===== src/rtl/uart_pkg.sv =====
// Shared types and constants for the UART receive path.
package uart_pkg;

  typedef enum logic [2:0] {
    RX_IDLE,
    RX_START,
    RX_DATA,
    RX_PARITY,
    RX_STOP1,
    RX_STOP2
  } rx_state_e;

  // cfg_data_bits encodes the character length as value + DATA_BITS_OFS
  localparam int DATA_BITS_OFS = 5;

  typedef struct packed {
    logic       frm_err;
    logic       par_err;
    logic [7:0] data;
  } rx_entry_t;

  localparam int RX_ENTRY_W = $bits(rx_entry_t);

endpackage


===== src/rtl/uart_rx_fifo.sv =====
// Synchronous FIFO for received characters; head data reads as zero while empty.
module uart_rx_fifo #(
  parameter int DEPTH = 4,
  parameter int W     = 10
) (
  input  logic                       clk,
  input  logic                       reset,
  input  logic                       wr_en,
  input  logic [W-1:0]               wr_data,
  input  logic                       rd_en,
  output logic [W-1:0]               rd_data,
  output logic                       full,
  output logic                       empty,
  output logic [$clog2(DEPTH):0]     count
);

  localparam int AW = $clog2(DEPTH);

  logic [W-1:0]  mem [DEPTH];
  logic [AW-1:0] wr_ptr, rd_ptr;
  logic [AW:0]   cnt;
  logic          do_wr, do_rd;

  assign empty = (cnt == '0);
  assign full  = (cnt == (AW+1)'(DEPTH));
  assign count = cnt;

  // A pop frees the slot the simultaneous push needs, so full+pop still accepts
  assign do_rd = rd_en && !empty;
  assign do_wr = wr_en && (!full || do_rd);

  always_ff @(posedge clk) begin
    if (reset) begin
      wr_ptr <= '0;
      rd_ptr <= '0;
      cnt    <= '0;
    end else begin
      if (do_wr) wr_ptr <= wr_ptr + AW'(1);
      if (do_rd) rd_ptr <= rd_ptr + AW'(1);
      case ({do_wr, do_rd})
        2'b10:   cnt <= cnt + (AW+1)'(1);
        2'b01:   cnt <= cnt - (AW+1)'(1);
        default: cnt <= cnt;
      endcase
    end
  end

  always_ff @(posedge clk) begin
    if (do_wr) mem[wr_ptr] <= wr_data;
  end

  assign rd_data = empty ? '0 : mem[rd_ptr];

endmodule


===== src/rtl/uart_rx_core.sv =====
// UART receiver: synchroniser, frame FSM with half/full bit counter, and RX FIFO.
module uart_rx_core
  import uart_pkg::*;
#(
  parameter int FIFO_DEPTH = 4,
  parameter int DIV_W      = 16
) (
  input  logic                          mclk,
  input  logic                          reset,
  input  logic                          cfg_en,
  input  logic [1:0]                    cfg_data_bits,
  input  logic                          cfg_stop_bits,
  input  logic                          cfg_parity_en,
  input  logic                          cfg_even_par,
  input  logic [DIV_W-1:0]              cfg_divisor,
  input  logic                          rxd,
  output logic [7:0]                    rx_data,
  output logic                          rx_par_err,
  output logic                          rx_frm_err,
  output logic                          rx_valid,
  input  logic                          rx_ready,
  output logic [$clog2(FIFO_DEPTH):0]   rx_fifo_cnt,
  output logic                          rx_overrun,
  output logic                          rx_busy
);

  // Two extra bits so a full bit period fits even at the largest divisor
  localparam int CW = DIV_W + 2;

  rx_state_e state, nstate;

  logic          rxd_meta, rxs, rxs_q, fall;
  logic [CW-1:0] cnt, lat_hb, bp;
  logic [2:0]    lat_last, bit_idx;
  logic          lat_stop2, lat_par_en, lat_even;
  logic [7:0]    data;
  logic          par_err, frm_err;
  logic          expire, push, fifo_full, fifo_empty;
  rx_entry_t     push_entry, head;
  logic [3:0]    nbits_m1;

  always_ff @(posedge mclk) begin
    if (reset) begin
      rxd_meta <= 1'b1;
      rxs      <= 1'b1;
      rxs_q    <= 1'b1;
    end else begin
      rxd_meta <= rxd;
      rxs      <= rxd_meta;
      rxs_q    <= rxs;
    end
  end

  assign fall     = rxs_q & ~rxs;
  assign expire   = (cnt == CW'(1));
  assign bp       = lat_hb << 1;
  assign nbits_m1 = {2'b00, cfg_data_bits} + 4'(DATA_BITS_OFS - 1);

  always_ff @(posedge mclk) begin
    if (reset) state <= RX_IDLE;
    else       state <= nstate;
  end

  always_comb begin
    nstate = state;
    if (!cfg_en) begin
      nstate = RX_IDLE;
    end else begin
      case (state)
        RX_IDLE:   if (fall) nstate = RX_START;
        RX_START:  if (expire) nstate = rxs ? RX_IDLE : RX_DATA;
        RX_DATA:   if (expire && bit_idx == lat_last)
                     nstate = lat_par_en ? RX_PARITY : RX_STOP1;
        RX_PARITY: if (expire) nstate = RX_STOP1;
        RX_STOP1:  if (expire) nstate = lat_stop2 ? RX_STOP2 : RX_IDLE;
        RX_STOP2:  if (expire) nstate = RX_IDLE;
        default:   nstate = RX_IDLE;
      endcase
    end
  end

  always_comb begin
    rx_busy            = (state != RX_IDLE);
    push               = cfg_en && expire &&
                         ((state == RX_STOP1 && !lat_stop2) || state == RX_STOP2);
    push_entry.frm_err = frm_err | ~rxs;
    push_entry.par_err = par_err;
    push_entry.data    = data;
  end

  // Frame datapath: cfg snapshot at the start edge, then one sample per counter expiry
  always_ff @(posedge mclk) begin
    if (reset) begin
      cnt        <= '0;
      bit_idx    <= '0;
      data       <= '0;
      par_err    <= 1'b0;
      frm_err    <= 1'b0;
      lat_hb     <= '0;
      lat_last   <= '0;
      lat_stop2  <= 1'b0;
      lat_par_en <= 1'b0;
      lat_even   <= 1'b0;
    end else if (state == RX_IDLE) begin
      if (cfg_en && fall) begin
        cnt        <= {2'b00, cfg_divisor} + CW'(1);
        lat_hb     <= {2'b00, cfg_divisor} + CW'(1);
        lat_last   <= nbits_m1[2:0];
        lat_stop2  <= cfg_stop_bits;
        lat_par_en <= cfg_parity_en;
        lat_even   <= cfg_even_par;
        bit_idx    <= '0;
        data       <= '0;
        par_err    <= 1'b0;
        frm_err    <= 1'b0;
      end
    end else if (expire) begin
      cnt <= bp;
      case (state)
        RX_DATA: begin
          data[bit_idx] <= rxs;
          bit_idx       <= bit_idx + 3'd1;
        end
        RX_PARITY: par_err <= (rxs != (lat_even ? ^data : ~^data));
        RX_STOP1,
        RX_STOP2:  frm_err <= frm_err | ~rxs;
        default:   ;
      endcase
    end else begin
      cnt <= cnt - CW'(1);
    end
  end

  always_ff @(posedge mclk) begin
    if (reset) rx_overrun <= 1'b0;
    else       rx_overrun <= push && fifo_full && !rx_ready;
  end

  uart_rx_fifo #(
    .DEPTH (FIFO_DEPTH),
    .W     (RX_ENTRY_W)
  ) u_fifo (
    .clk     (mclk),
    .reset   (reset),
    .wr_en   (push),
    .wr_data (push_entry),
    .rd_en   (rx_ready),
    .rd_data (head),
    .full    (fifo_full),
    .empty   (fifo_empty),
    .count   (rx_fifo_cnt)
  );

  assign rx_valid   = ~fifo_empty;
  assign rx_data    = head.data;
  assign rx_par_err = head.par_err;
  assign rx_frm_err = head.frm_err;

endmodule

===== config.mk =====
export PLATFORM = sky130hd
export DESIGN_NAME = uart_rx_core
export DESIGN_NICKNAME = d
export VERILOG_FILES = /design/src/rtl/uart_pkg.sv /design/src/rtl/uart_rx_fifo.sv /design/src/rtl/uart_rx_core.sv
export SDC_FILE = /design/constraint.sdc
export NUM_CORES = 1
export LEC_CHECK = 0
export CAP_MARGIN = 0
export CORE_ASPECT_RATIO = 1.2
export CORE_UTILIZATION = 60
export CTS_CLUSTER_DIAMETER = 30
export DETAILED_ROUTE_END_ITERATION = 10
export DONT_BUFFER_PORTS = 1
export MAX_ROUTING_LAYER = met4
export PLACE_DENSITY = 0.75
export SYNTH_ARGS = -nofsm -noshare
export SYNTH_HDL_FRONTEND = slang
export SYNTH_HIERARCHICAL = 1
export SYNTH_SLANG_ARGS = --single-unit
export TNS_END_PERCENT = 1

===== constraint.sdc =====
create_clock -name mclk -period 3 [get_ports mclk]
set_input_delay 0.15 -clock mclk [delete_from_list [all_inputs] [get_ports mclk]]
set_output_delay 0.15 -clock mclk [all_outputs]
set_load 0.1 [all_outputs]

==> results.md, run 1 <==
- The reg-to-reg critical path endpoint is u_fifo/count[2].
- The remaining global-route overflow is 0.
- After clock tree synthesis, the flow added hold-fix buffers numbering 12.
- Setup violations remaining at the end of the flow were counted as 0.
- Measured against its own limit, the worst slew margin works out to 0.3771.
- The floorplan die height is 109.0 µm.
- The number of pins with negative max-slew slack in the final report is 0.
- In this run the power density over the cells is 462.3 nW/µm².
- The post-CTS setup-driven buffer insertion count is 0.
- The number of buffers and inverters on the critical path is 2.
- After synthesis, the cell types taking the most area are sky130_fd_sc_hd__dfxtp_1, sky130_fd_sc_hd__edfxtp_1, sky130_fd_sc_hd__mux4_2.
- The number of flops mapped to enable cells by yosys is 40.
- The adder and majority cell fraction of the synthesized area is 0.02318.
- After layout, the minimum clock period comes to 2.811 ns.
- For the worst-skew pair, the clock arrives at the later sink with an insertion delay of 0.39 ns.
- Routability-driven placement finished with a final weighted congestion of 0.9390.
- Once the clock tree was built, the resizer swapped 0 gates to a different size.
- The critical path depth is 13.
- Ranked by instance count, the synthesized netlist is headed by sky130_fd_sc_hd__dfxtp_1, sky130_fd_sc_hd__nor2_1, sky130_fd_sc_hd__nand2_1, sky130_fd_sc_hd__edfxtp_1, sky130_fd_sc_hd__a21oi_1.
- The number of routed nets with antenna violations is 0.
- The capturing element type of the critical path is a flip-flop.
- The most used flip-flop cell after synthesis is sky130_fd_sc_hd__dfxtp_1.
- The post-synthesis cell count is 572.
- The antenna diode count is 0.
- The xor-xnor portion of the synthesized cell area is 0.05752.
- The largest single stage delay on the critical path is 0.47 ns.
- The total negative slack is 0 ns.
- The ratio of cells with drive above 1 in the final layout is 0.1532.
- The share of synthesized area in the top cell type comes to 0.2450.
- The number of antenna violations at the first check in global routing is 0.
- Between clock sinks in the finished design, the worst skew comes to 0.01641 ns.
- In this run the core area contains 38 standard-cell rows.
- The launch instance of the worst register-to-register path is cnt[0].
- The pre-antenna-repair detailed-routing pass consisted of 5 iterations.
- The required time of the worst setup path is 3.31 ns.
- The final net count is 626.
- The number of filler cells placed in the layout is 725.
- A synthesized cell averages 10.00 µm².
- TritonCTS built the clock tree.
- The worst reg-to-reg setup slack is 0.19 ns.
- The share of synthesized area spent on multiplexers is 0.06168.
- The wire length per cell is 17.76 µm.
- In this run, synthesis produced a sequential element count of 110.
- The core footprint is 9129 µm².
- The Yosys warning count is 6.
- The DRC violations left is 0.
- For the worst setup path, the data arrival time is 3.12 ns.
- The first-pass GRT wire length is 21130 µm.
- The number of global-route vias before repair came to 4465.
- The path class of the tightest hold or removal check is in -> reg.
- The highest-delay cell along the critical path is sky130_fd_sc_hd__dfxtp_1.
- Once placement finished, the instance area stood at 5879 µm².
- Setup repair after global routing left no endpoint under its margin.
- The run finished with clean final reports.
- The fraction of the mapped netlist area in simple logic gates is 0.2080.
- The CTS buffer count is 9.
- The critical path's top delay family is simple AND/OR/NAND/NOR gates.
- The final non-filler cell area is 6205 µm².
- The type of the setup path with the least slack is reg -> reg.
- Summed over all instances, the cell type with the most area after synthesis is sky130_fd_sc_hd__dfxtp_1.
- The die extent in x is 91.14 µm.
- The analysis attributes to cell leakage a power of 2.108 nW.
- In the routed layout, each cell is associated on average with a via count of 6.227.
- The share of the Yosys chip area taken by registers is 0.4549.
- Detailed routing inserted a total of 4446 vias.
- The global router's overall resource usage is 0.2825.
- In this run the worst setup path begins at cnt[0].
- The area growth from synthesis to layout is 8.465%.
- At the pin with the least slew margin, the transition time is 0.9331 ns.
- The library cell with the highest instance count after synthesis is sky130_fd_sc_hd__dfxtp_1.
- 42 I/O pins were placed.
- Across the VDD grid, the largest voltage drop is 0.2314 mV.
- In this run the tool buffered the top-level ports with 0 buffer cells.
- The synthesized netlist occupies a cell area of 5720 µm².
- The number of nets in the synthesized netlist is 608.
- The capture point of the critical path is u_fifo/count[2].
- For this run, the top clock speed supported by timing is 0.3557 GHz.
- The tool flagged a number of max-cap violations equal to 0.
- The share of synthesized flip-flops with an asynchronous set or reset is 0.
- The post-synthesis compound-gate area fraction is 0.1420.
- Walking the worst path, the cells encountered are ha_1 > nor4b_2 > and2_1 > nand2_4 > nor2_1 > a21boi_4 > inv_1 > ha_1 > inv_1 > fa_1 > xor2_1 > or3_1 > a21oi_1.
- The wire length reported by the detailed router is 12680 µm.
- The depth of the worst register-to-register path is 13.
- Entering global routing, the biggest net connects 42 pins.
- For this block, the initial DRC count from the detailed router was 253.
- The number of failing hold endpoints at the final stage is 0.
- Of the available clock period, the critical path in the final layout requires 0.9371.
- After clock tree synthesis, the clock-pin slew on the worst setup and hold paths is 0.11 ns.
- The deepest level of the CTS H-tree is 3.
- The deepest clock path buffer count is 2.
- The total number of clock tree sinks is 110.
- Detailed placement finished with a half-perimeter wire length of 9081 µm.
- The tightest hold path in the finished design has a slack of 0.002923 ns.
- Along the worst path, the maximum fanout reaches 7.
- The starting utilization of the core area is 0.6266.
- After synthesis, the largest family of logic cells by area is simple AND/OR/NAND/NOR gates.
- The cell at the root of the clock tree is sky130_fd_sc_hd__clkbuf_8.
- The die covers 9930 µm².
- The element type at the critical path start is a flip-flop.
- The distinct cell type count of the synthesized netlist is 75.
## cells in the final DEF (no fill, tap or decap), types with 13 or more instances in the layout
cell type and instances:
sky130_fd_sc_hd__dfxtp_1 70, sky130_fd_sc_hd__nor2_1 57, sky130_fd_sc_hd__nand2_1 42, sky130_fd_sc_hd__edfxtp_1 40, sky130_fd_sc_hd__a21oi_1 34, sky130_fd_sc_hd__buf_4 27, sky130_fd_sc_hd__nor3_1 25, sky130_fd_sc_hd__inv_1 22
sky130_fd_sc_hd__nand3_1 22, sky130_fd_sc_hd__xnor2_1 22, sky130_fd_sc_hd__o21ai_0 21, sky130_fd_sc_hd__a211oi_1 14, sky130_fd_sc_hd__xor2_1 13
## worst min-delay path, cell delays in order
cell,delay (ns)
sky130_fd_sc_hd__xor2_1,0.07
sky130_fd_sc_hd__nor2_1,0.09
sky130_fd_sc_hd__nor3_1,0.05
## power breakdown
group / switching, mW / internal, mW / total, mW
logic: 0.227 / 0.159 / 0.386
clock network: 0.505 / 0.387 / 0.892
registers: 0.0323 / 1.56 / 1.59
total: 0.764 / 2.10 / 2.87
## how the worst min path moves through the flow
| stage | start | end | slack [ns] | depth (start not counted) |
|---|---|---|---|---|
| 6_report | cfg_divisor[13] | lat_hb[13] | 0.003 | 3 |
| 2_1_floorplan | cfg_divisor[0] | lat_hb[0] | 0.25 | 1 |
| 4_1_cts | cfg_divisor[12] | lat_hb[12] | 0.003 | 2 |
| 3_3_place_gp | reset | lat_par_en | 0.22 | 1 |
| 5_1_grt | reset | rx_overrun | 0.02 | 2 |
| 3_5_place_dp | reset | lat_last[1] | 0.22 | 1 |
## layout make-up
class,instances,area [µm²],share of cell area
inverters,22,82.58,0.01331
flip-flops and latches,110,2603,0.4194
repair buffers,39,332.8,0.05364
multi-input cells,408,2841,0.4580
clock inverters,6,71.32,0.01149
clock buffers,9,123.9,0.01996
well taps,120,150.1,0.02420
## metrics by stage
stage               utilization  instances  total power [mW]  worst slack, ns
finish                   0.6797        714             2.869           0.1886
detailed placement       0.6441        687             1.980           0.2270
CTS                      0.6797        714             2.874           0.1885
floorplan                     -        572             1.923          0.06114
global route             0.6797        714             2.978          0.02554
global placement         0.6441        687             1.972           0.3585
## state kept, by name, indices dropped and copies added, names as in the netlist, 2 cells and up, named ones only
register,flops
lat_hb,17
data,8
bit_idx,3
u_fifo/count,3
lat_last,3
state,3
cnt,18
u_fifo/mem,40
u_fifo/wr_ptr,2
u_fifo/rd_ptr,2
## routing by layer
metal	wire length (µm)	global-route usage	share of wire	vias to the layer above
met3	519	0.03347	0.041	39
met2	6900	0.5216	0.54	155
li1	-	-	-	2118
met1	4806	0.2921	0.38	2134
met4	452	0.1621	0.036	0
met5	0	-	0	-
## logic make-up after synthesis
logic type | after synthesis
AO/OA/AOI/OAI | 120
XOR/XNOR | 36
adder cells (fa/ha/maj) | 10
buffers and inverters | 54
flip-flops | 110
multiplexers | 22
AND/OR/NAND/NOR | 220
Power figures use the tool's default switching activity.
==> run 2: changes to the inputs <==
- SYNTH_HIERARCHICAL: 1 -> default
==> results.md, run 2 <==
- The flow ran to the end, and the final reports show no timing, DRC or antenna violations.
- The wire length per cell is 17.08 µm (-3.8%).
- The highest cell delay on the worst timing path is 0.56 ns (+0.09 ns).
- The ratio of cells with drive above 1 in the final layout is 0.1179 (-0.03525).
- The floorplan die height is 106.5 µm (-2.3%).
- The remaining global-route overflow was 0 (unchanged).
- The distinct cell type count of the synthesized netlist is 65 (-13%).
- The start point of the worst min-delay path is cfg_divisor[6].
- The largest individual stage delay along the critical path comes from the cell sky130_fd_sc_hd__or4_4.
- The number of rows in the core area came to 37 (-2.6%).
- The power density over the cells was 472.5 nW/µm² (+2.2%).
- The CTS clock-pin slew for the worst setup and hold paths is 0.11 ns (about the same).
- In this run the clock root is driven by a sky130_fd_sc_hd__clkbuf_8.
- The sequential element share of the synthesized area is 0.4771 (+0.02212).
- The number of pins with negative max-slew slack in the final report is 0 (unchanged).
- The worst register-to-register path ends at u_fifo.count[2].
- The slew at the pin with the worst max-slew slack is 0.9340 ns (+0.0008506 ns).
- The DRC violations left is 0 (unchanged).
- The type of the setup path with the least slack is reg -> reg.
- The element type at the critical path start is a flip-flop.
- The worst hold margin is 0.006268 ns (+0.003345 ns).
- The worst ir drop on vdd came to 0.2999 mV (+30%).
- The number of failing hold endpoints at the final stage is 0 (unchanged).
- The deepest level of the CTS H-tree is 3 (unchanged).
- The number of maximum-capacitance violations is 0 (unchanged).
- The number of vias per cell is 5.907 (-5.1%).
- The CTS buffer count is 9 (unchanged).
- The worst slew margin relative to its limit came to 0.3765 (-0.0005680).
- The count of input and output buffers is 0 (unchanged).
- The area fraction of the dominant cell type after synthesis was 0.2569 (+0.01191).
- The antenna diode count was 0 (unchanged).
- The maximum operating frequency was 0.3690 GHz (+3.7%).
- The depth of the worst register-to-register path is 10 (-3).
- The wire length reported by the detailed router came to 11990 µm (-5.4%).
- The cell occurring most often along the worst timing path is sky130_fd_sc_hd__inv_1.
- Setup repair after global routing left no endpoint under its margin.
- The largest fanout on the critical path came to 6 (-1).
- The ratio of final minimum period to clock period is 0.9033 (-0.03384).
- The deepest clock path buffer count is 2 (unchanged).
- Compared with the post-synthesis result, the final layout area differs by 12.80%.
- The largest register by flop count is u_fifo.mem.
- The clock tree skew after final layout was 0.01397 ns (-0.002433 ns).
- The worst hold path stage count is 2 (-1).
- The final net count was 616 (-1.6%).
- The shortest clock period the worst path allows after layout came to 2.710 ns (-0.1015 ns).
- The clock latency at the later pin of the worst-skew pair is 0.38 ns (about the same).
- The setup violation total in the final timing report is 0 (unchanged).
- The post-placement worst setup slack came to 0.3225 ns (+0.09552 ns).
- The global router's overall resource usage came to 0.2860 (+0.003469).
- The number of ports placed on the die boundary is 42 (unchanged).
- The post-synth design cell area came to 5455 µm² (-4.6%).
- The flip-flop count of the largest register after layout is 40 (unchanged).
- The post-synthesis cell count is 555 (-3.0%).
- TritonCTS built the clock tree.
- The area of the die is 9479 µm² (-4.5%).
- The first-pass GRT wire length is 19710 µm (-6.7%).
- In this run the critical register-to-register path is launched from cnt[13].
- The number of flops mapped to enable cells by yosys is 40 (unchanged).
- The final HPWL from detailed placement is 8711 µm (-4.1%).
- Leaving out fill and tap cells, the most frequent cells in the layout are sky130_fd_sc_hd__dfxtp_1, sky130_fd_sc_hd__nor2_1, sky130_fd_sc_hd__nand2_1.
- The placer congestion estimate came to 0.9023 (-3.9%).
- Ranked by instance count, the synthesized netlist is headed by sky130_fd_sc_hd__dfxtp_1, sky130_fd_sc_hd__nor2_1, sky130_fd_sc_hd__nand2_1, sky130_fd_sc_hd__edfxtp_1, sky130_fd_sc_hd__xnor2_1.
- The most used flip-flop cell after synthesis is sky130_fd_sc_hd__dfxtp_1.
- The synthesized net count is 591 (-2.8%).
- The data arrival at the endpoint of the critical path is 3.02 ns (-0.10 ns).
- The total leakage power is 2.159 nW (+2.4%).
- The path class of the lowest-slack min-delay path is in -> reg.
- The number of antenna violations at the first check in global routing was 0 (unchanged).
- For hold timing, the worst endpoint is lat_hb[6].
- The die extent in x is 89.05 µm (-2.3%).
- The synthesis-stage register bit count is 110 (unchanged).
- The worst setup margin is 0.2902 ns (+0.1015 ns).
- STA classifies the critical path endpoint as a flip-flop.
- The required time of the worst setup path was 3.31 ns (about the same).
- The Yosys warning count is 0 (-6).
- The post-CTS setup-driven buffer insertion count is 0 (unchanged).
- The total via count after detailed routing is 4147 (-6.7%).
- The number of routed nets with antenna violations was 0 (unchanged).
- Ranked by total cell area, the synthesized netlist is headed by sky130_fd_sc_hd__dfxtp_1, sky130_fd_sc_hd__edfxtp_1, sky130_fd_sc_hd__xnor2_1.
- The total number of clock tree sinks is 110 (unchanged).
- The core footprint came to 8703 µm² (-4.7%).
- The first-pass iteration count of the detailed router came to 5 (unchanged).
- The share of synthesized flip-flops with an asynchronous set or reset was 0 (unchanged).
- The signal on the critical path passes through or4_4 > or2_0 > nor4_4 > inv_1 > ha_1 > inv_1 > fa_1 > xor2_1 > or3_1 > a21oi_1.
- The mean post-synth cell area was 9.829 µm² (-1.7%).
- The number of global-route vias before repair is 4132 (-7.5%).
- The library cell used most frequently in the layout, excluding fill and tap cells, is sky130_fd_sc_hd__dfxtp_1.
- The worst reg-to-reg setup slack came to 0.29 ns (+0.10 ns).
- The starting utilization of the core area is 0.6268 (about the same).
- sky130_fd_sc_hd__dfxtp_1 takes more of the synthesized area than any other cell.
- The first-iteration detailed-routing DRC count is 233 (-7.9%).
- The largest registers in the layout are u_fifo.mem (40), cnt (18), lat_hb (17).
- The pin count of the biggest net entering global routing is 43 (+2.4%).
- The library cell with the highest instance count after synthesis is sky130_fd_sc_hd__dfxtp_1.
-- run 2: cell types whose count changed after synthesis, moves of 6 or more --
cell,delta
sky130_fd_sc_hd__clkbuf_1,+15
sky130_fd_sc_hd__nor3_1,-11
sky130_fd_sc_hd__and2_1,+11
sky130_fd_sc_hd__nor2b_1,-7
sky130_fd_sc_hd__xnor2_1,+9
sky130_fd_sc_hd__nand2b_1,+6
sky130_fd_sc_hd__o21ai_0,+6
sky130_fd_sc_hd__nand3_1,-8
sky130_fd_sc_hd__buf_6,-8
sky130_fd_sc_hd__a21oi_1,-6
-- run 2: area by class of cell --
cell class,instances,area [µm²]
sequential,110,2603
tap,117,146.4
timing repair buffer,41,473.0
fill,663,2550
clock buffer,10,137.6
inverter,18,67.56
multi-input combinational,400,2684
clock inverter,6,42.54
-- run 2: per-layer routing --
layer,up-vias,track usage,share of wire
met1,1950,0.3192,0.40
met5,-,-,0
met3,18,0.05590,0.052
met4,0,0.1032,0.020
met2,129,0.5016,0.53
li1,2050,-,-
-- run 2: worst max path at each step --
stage	from	endpoint	slack [ns]	cells past startpoint
global placement	cnt[13]	u_fifo.count[2]	0.42	10
finish	cnt[13]	u_fifo.count[2]	0.29	10
global route	cnt[8]	u_fifo.count[2]	0.12	10
floorplan	u_fifo.count[2]	u_fifo.count[2]	-0.07	10
detailed placement	cnt[13]	u_fifo.count[2]	0.32	10
CTS	cnt[13]	u_fifo.count[2]	0.29	10
-- run 2: what timing repair did --
item,CTS,global route
hold buffers,12,0
gates resized for setup,0,0
hold endpoints to repair,42,0
-- run 2: worst max-delay path: cells and delay by family (launching register included) --
family	cells	cell delay (ns)
AND/OR/NAND/NOR	4	1.49
adder cells (fa/ha/maj)	2	0.38
flip-flops	1	0.37
AO/OA/AOI/OAI	1	0.17
buffers and inverters	2	0.14
XOR/XNOR	1	0.07
-- run 2: report_power, final --
group,leakage [nW],total [mW],internal [mW],switching (mW)
Combinational,1.11,0.465,0.207,0.258
Sequential,0.956,1.60,1.57,0.0378
Clock,0.0891,0.837,0.328,0.509
Total,2.16,2.91,2.10,0.805
-- run 2: through the flow --
| stage | area [µm²] | utilization | power, mW | TNS, ns | std cells |
|---|---|---|---|---|---|
| 6_report | 6153 | 0.7070 | 2.907 | 0 | 702 |
| 5_1_grt | 6153 | 0.7070 | 3.033 | 0 | 702 |
| 4_1_cts | 6153 | 0.7070 | 2.910 | 0 | 702 |
| 3_5_place_dp | 5843 | 0.6714 | 2.073 | 0 | 674 |
| 3_3_place_gp | 5843 | 0.6714 | 2.064 | 0 | 674 |
| 2_1_floorplan | 5456 | - | 1.970 | -0.07379 | 555 |
-- run 2: cell families (layout without fill, tap and decap cells) --
group           count (synthesis)  count (layout)  synth area share
compound gates                109             109            0.1275
xor+xnor                       41              41           0.06835
fa+ha+maj                      10              10           0.02431
buf+inv                        45              75           0.03142
flops                         110             110            0.4771
mux                            23              23           0.06537
simple gates                  217             217            0.2060
==> run 3: changes to the inputs <==
- ABC_AREA: default -> 1
- ABC_CLOCK_PERIOD_IN_PS: default -> 3000
==> results.md, run 3 <==
- The number of maximum-capacitance violations is 0 (unchanged).
- The required time of the worst setup path is 3.24 ns (-0.07 ns).
- The deepest clock path buffer count came to 2 (unchanged).
- In the final layout, the registers with the most flip-flops are u_fifo.mem (40), cnt (18), lat_hb (17).
- TritonCTS built the clock tree.
- The number of failing hold endpoints at the final stage was 0 (unchanged).
- After synthesis, the cell types taking the most area are sky130_fd_sc_hd__dfxtp_1, sky130_fd_sc_hd__edfxtp_1, sky130_fd_sc_hd__nand2_1.
- The global router's overall resource usage is 0.2768 (-0.009135).
- The first-pass GRT wire length is 21850 µm (+11%).
- The clock tree skew after final layout is 0.01233 ns (-0.001642 ns).
- The area fraction of the dominant cell type after synthesis is 0.2383 (-0.01853).
- The worst hold path stage count is 2 (unchanged).
- The total leakage power came to 2.832 nW (+31%).
- The pin count of the biggest net entering global routing is 44 (+2.3%).
- The final net count is 821 (+33%).
- The number of ports placed on the die boundary is 42 (unchanged).
- The setup violation total in the final timing report is 0 (unchanged).
- The worst ir drop on vdd is 0.4820 mV (+61%).
- The wire length reported by the detailed router was 12890 µm (+7.5%).
- In the post-synthesis netlist, the cell with the most instances is sky130_fd_sc_hd__nand2_1.
- Ranked by instance count, the synthesized netlist is headed by sky130_fd_sc_hd__nand2_1, sky130_fd_sc_hd__nor2_1, sky130_fd_sc_hd__inv_1, sky130_fd_sc_hd__dfxtp_1, sky130_fd_sc_hd__a21oi_1.
- The post-synthesis cell count came to 774 (+39%).
- The Yosys warning count was 0 (unchanged).
- The worst-case hold path end point is lat_even.
- The capturing element type of the critical path is a flip-flop.
- The number of filler cells placed in the layout is 817 (+23%).
- The distinct cell type count of the synthesized netlist came to 48 (-26%).
- The floorplan die height is 110.4 µm (+3.7%).
- The number of vias per cell is 5.461 (-7.6%).
- The depth of the worst register-to-register path is 14 (+4).
- The endpoint identified for the worst register-to-register timing path is u_fifo.count[2].
- The clock latency at the later pin of the worst-skew pair came to 0.35 ns (-0.03 ns).
- The starting utilization of the core area is 0.6179 (-0.008914).
- The mean post-synth cell area is 7.596 µm² (-23%).
- The total via count after detailed routing is 4986 (+20%).
- The CTS clock-pin slew for the worst setup and hold paths came to 0.08 ns (-0.03 ns).
- The root buffer cell chosen for the clock tree is sky130_fd_sc_hd__clkbuf_16.
- The first-iteration detailed-routing DRC count was 224 (-3.9%).
- The largest area contributor in the netlist is sky130_fd_sc_hd__dfxtp_1.
- The CTS buffer count is 9 (unchanged).
- The antenna diode count is 0 (unchanged).
- The die extent in x is 92.37 µm (+3.7%).
- The first-pass iteration count of the detailed router came to 5 (unchanged).
- The shortest clock period the worst path allows after layout came to 2.461 ns (-0.2491 ns).
- The wire length per cell is 14.12 µm (-17%).
- The number of routed nets with antenna violations is 0 (unchanged).
- The largest fanout on the critical path is 28 (+22).
- The number of antenna violations at the first check in global routing is 0 (unchanged).
- The worst setup path is launched from a flip-flop.
- The launch instance of the worst register-to-register path is cnt[1].
- The deepest level of the CTS H-tree is 3 (unchanged).
- The worst slew margin relative to its limit is 0.3792 (+0.002715).
- The worst reg-to-reg setup slack is 0.54 ns (+0.25 ns).
- The flip-flop count of the largest register after layout is 40 (unchanged).
- The ratio of final minimum period to clock period is 0.8202 (-0.08305).
- The path class of the lowest-slack min-delay path is in -> reg.
- The sequential element share of the synthesized area is 0.4426 (-0.03442).
- The post-route core utilization is 0.6784 (-0.02865).
- The number of flops mapped to enable cells by yosys is 40 (unchanged).
- Relative to the synthesized area, the layout overhead comes to 9.789%.
- The core footprint came to 9515 µm² (+9.3%).
- The share of synthesized flip-flops with an asynchronous set or reset is 0 (unchanged).
- The total number of clock tree sinks came to 110 (unchanged).
- The count of input and output buffers is 0 (unchanged).
- The post-CTS setup-driven buffer insertion count was 0 (unchanged).
- The most used flip-flop cell after synthesis is sky130_fd_sc_hd__dfxtp_1.
- The DRC violations left is 0 (unchanged).
- The ratio of cells with drive above 1 in the final layout is 0.1101 (-0.007822).
- The final HPWL from detailed placement was 9305 µm (+6.8%).
- The total negative slack is 0 ns (unchanged).
- In the layout the commonest cells are sky130_fd_sc_hd__nand2_1, sky130_fd_sc_hd__nor2_1, sky130_fd_sc_hd__inv_1.
- The type of the setup path with the least slack is reg -> reg.
- The remaining global-route overflow is 0 (unchanged).
- The run finished with clean final reports.
- The area of the die was 10200 µm² (+7.6%).
- The power density over the cells is 849.6 nW/µm² (+80%).
- The slew at the pin with the worst max-slew slack is 0.9299 ns (-0.004067 ns).
- The maximum operating frequency is 0.4064 GHz (+10%).
- The placer congestion estimate is 0.9331 (+3.4%).
- The synthesis-stage register bit count was 110 (unchanged).
- The most common library cell in the layout ignoring fill and taps is sky130_fd_sc_hd__nand2_1.
- The register with the most flip-flops in the final layout is u_fifo.mem.
- The number of rows in the core area came to 39 (+5.4%).
- The startpoint identified for the worst hold timing path is cfg_even_par.
- The post-synth design cell area is 5879 µm² (+7.8%).
- The synthesized net count is 810 (+37%).
- Setup repair after global routing left no endpoint under its margin.
- The number of global-route vias before repair is 4873 (+18%).
- The number of pins with negative max-slew slack in the final report is 0 (unchanged).
- The data arrival at the endpoint of the critical path was 2.70 ns (-0.32 ns).
==> run 3: cell types whose count changed in the layout (fill, tap and decap cells not counted), sizes merged, moves of 14 or more <==
cell    previous run  this run
a211oi            15         1
a21oi             28        66
and2              16         0
inv               20        88
nand2             46       164
nand3             14        41
nor2              62       145
o21ai             27        59
xnor2             31         3
==> run 3: layout make-up <==
| class | instances | area, µm² | area share |
|---|---|---|---|
| clock buffers | 9 | 225.2 | 0.03489 |
| clock inverters | 7 | 93.84 | 0.01454 |
| inverters | 88 | 332.8 | 0.05156 |
| multi-input cells | 548 | 2808 | 0.4350 |
| flip-flops and latches | 110 | 2606 | 0.4038 |
| well taps | 123 | 153.9 | 0.02384 |
| repair buffers | 28 | 235.2 | 0.03644 |
==> run 3: how the worst max path moves through the flow <==
stage,start,endpoint,depth (start not counted)
after floorplan,u_fifo.count[0],u_fifo.count[2],11
final,cnt[1],u_fifo.count[2],14
after global placement,cnt[1],u_fifo.count[2],14
after global routing,cnt[1],u_fifo.count[2],14
after detailed placement,cnt[1],u_fifo.count[2],14
after CTS,cnt[1],u_fifo.count[2],14
==> run 3: through the flow <==
step | setup slack, ns | std cells | hold slack [ns] | instance area, µm² | total power, mW
2_1_floorplan | 0.3120 | 774 | 0.2490 | 5923 | 3.802
3_3_place_gp | 0.6174 | 891 | 0.2217 | 6066 | 4.169
3_5_place_dp | 0.5613 | 891 | 0.2245 | 6066 | 4.204
4_1_cts | 0.5530 | 913 | 0.001670 | 6455 | 5.491
5_1_grt | 0.3333 | 913 | 0.02369 | 6455 | 5.855
6_report | 0.5393 | 913 | 0.007254 | 6455 | 5.484
==> run 3: critical path, cell delays in order (launching register included) <==
cell and delay (ns):
sky130_fd_sc_hd__dfxtp_1 0.31, sky130_fd_sc_hd__inv_1 0.07, sky130_fd_sc_hd__ha_1 0.18, sky130_fd_sc_hd__nand2_1 0.10, sky130_fd_sc_hd__nor2_2 0.06, sky130_fd_sc_hd__nand2_4 0.26
sky130_fd_sc_hd__inv_2 0.14, sky130_fd_sc_hd__nand3_4 0.13, sky130_fd_sc_hd__ha_1 0.17, sky130_fd_sc_hd__inv_1 0.07, sky130_fd_sc_hd__fa_1 0.38, sky130_fd_sc_hd__a21oi_1 0.14
sky130_fd_sc_hd__o21ai_0 0.10, sky130_fd_sc_hd__o21ai_0 0.16, sky130_fd_sc_hd__a21oi_1 0.06
==> run 3: what timing repair did <==
action	4_1_cts	5_1_grt
gates resized for setup	0	0
endpoints found under the hold margin	48	0
hold buffers	6	0
==> run 3: report_power, final <==
| part | total (mW) | leakage [nW] | switching, mW | internal (mW) |
|---|---|---|---|---|
| Combinational | 2.41 | 1.75 | 1.71 | 0.693 |
| Clock | 1.27 | 0.155 | 0.535 | 0.734 |
| Sequential | 1.81 | 0.930 | 0.137 | 1.67 |
==> run 3: kinds of logic after synthesis <==
family | count (synthesis) | share of synthesized area
xor gates and xnor gates | 14 | 0.02086
AOI/OAI and AO/OA | 147 | 0.1358
buffers and inverters | 116 | 0.08662
adders and majority gates | 10 | 0.02256
DFF | 110 | 0.4426
and+or+nand+nor | 377 | 0.2916
==> run 3: routing by layer <==
metal | GRT usage | share of wire | up-vias
li1 | - | - | 2541
met1 | 0.2877 | 0.39 | 2296
met2 | 0.4988 | 0.54 | 116
met3 | 0.04339 | 0.039 | 33
met4 | 0.1365 | 0.031 | 0
met5 | - | 0 | -
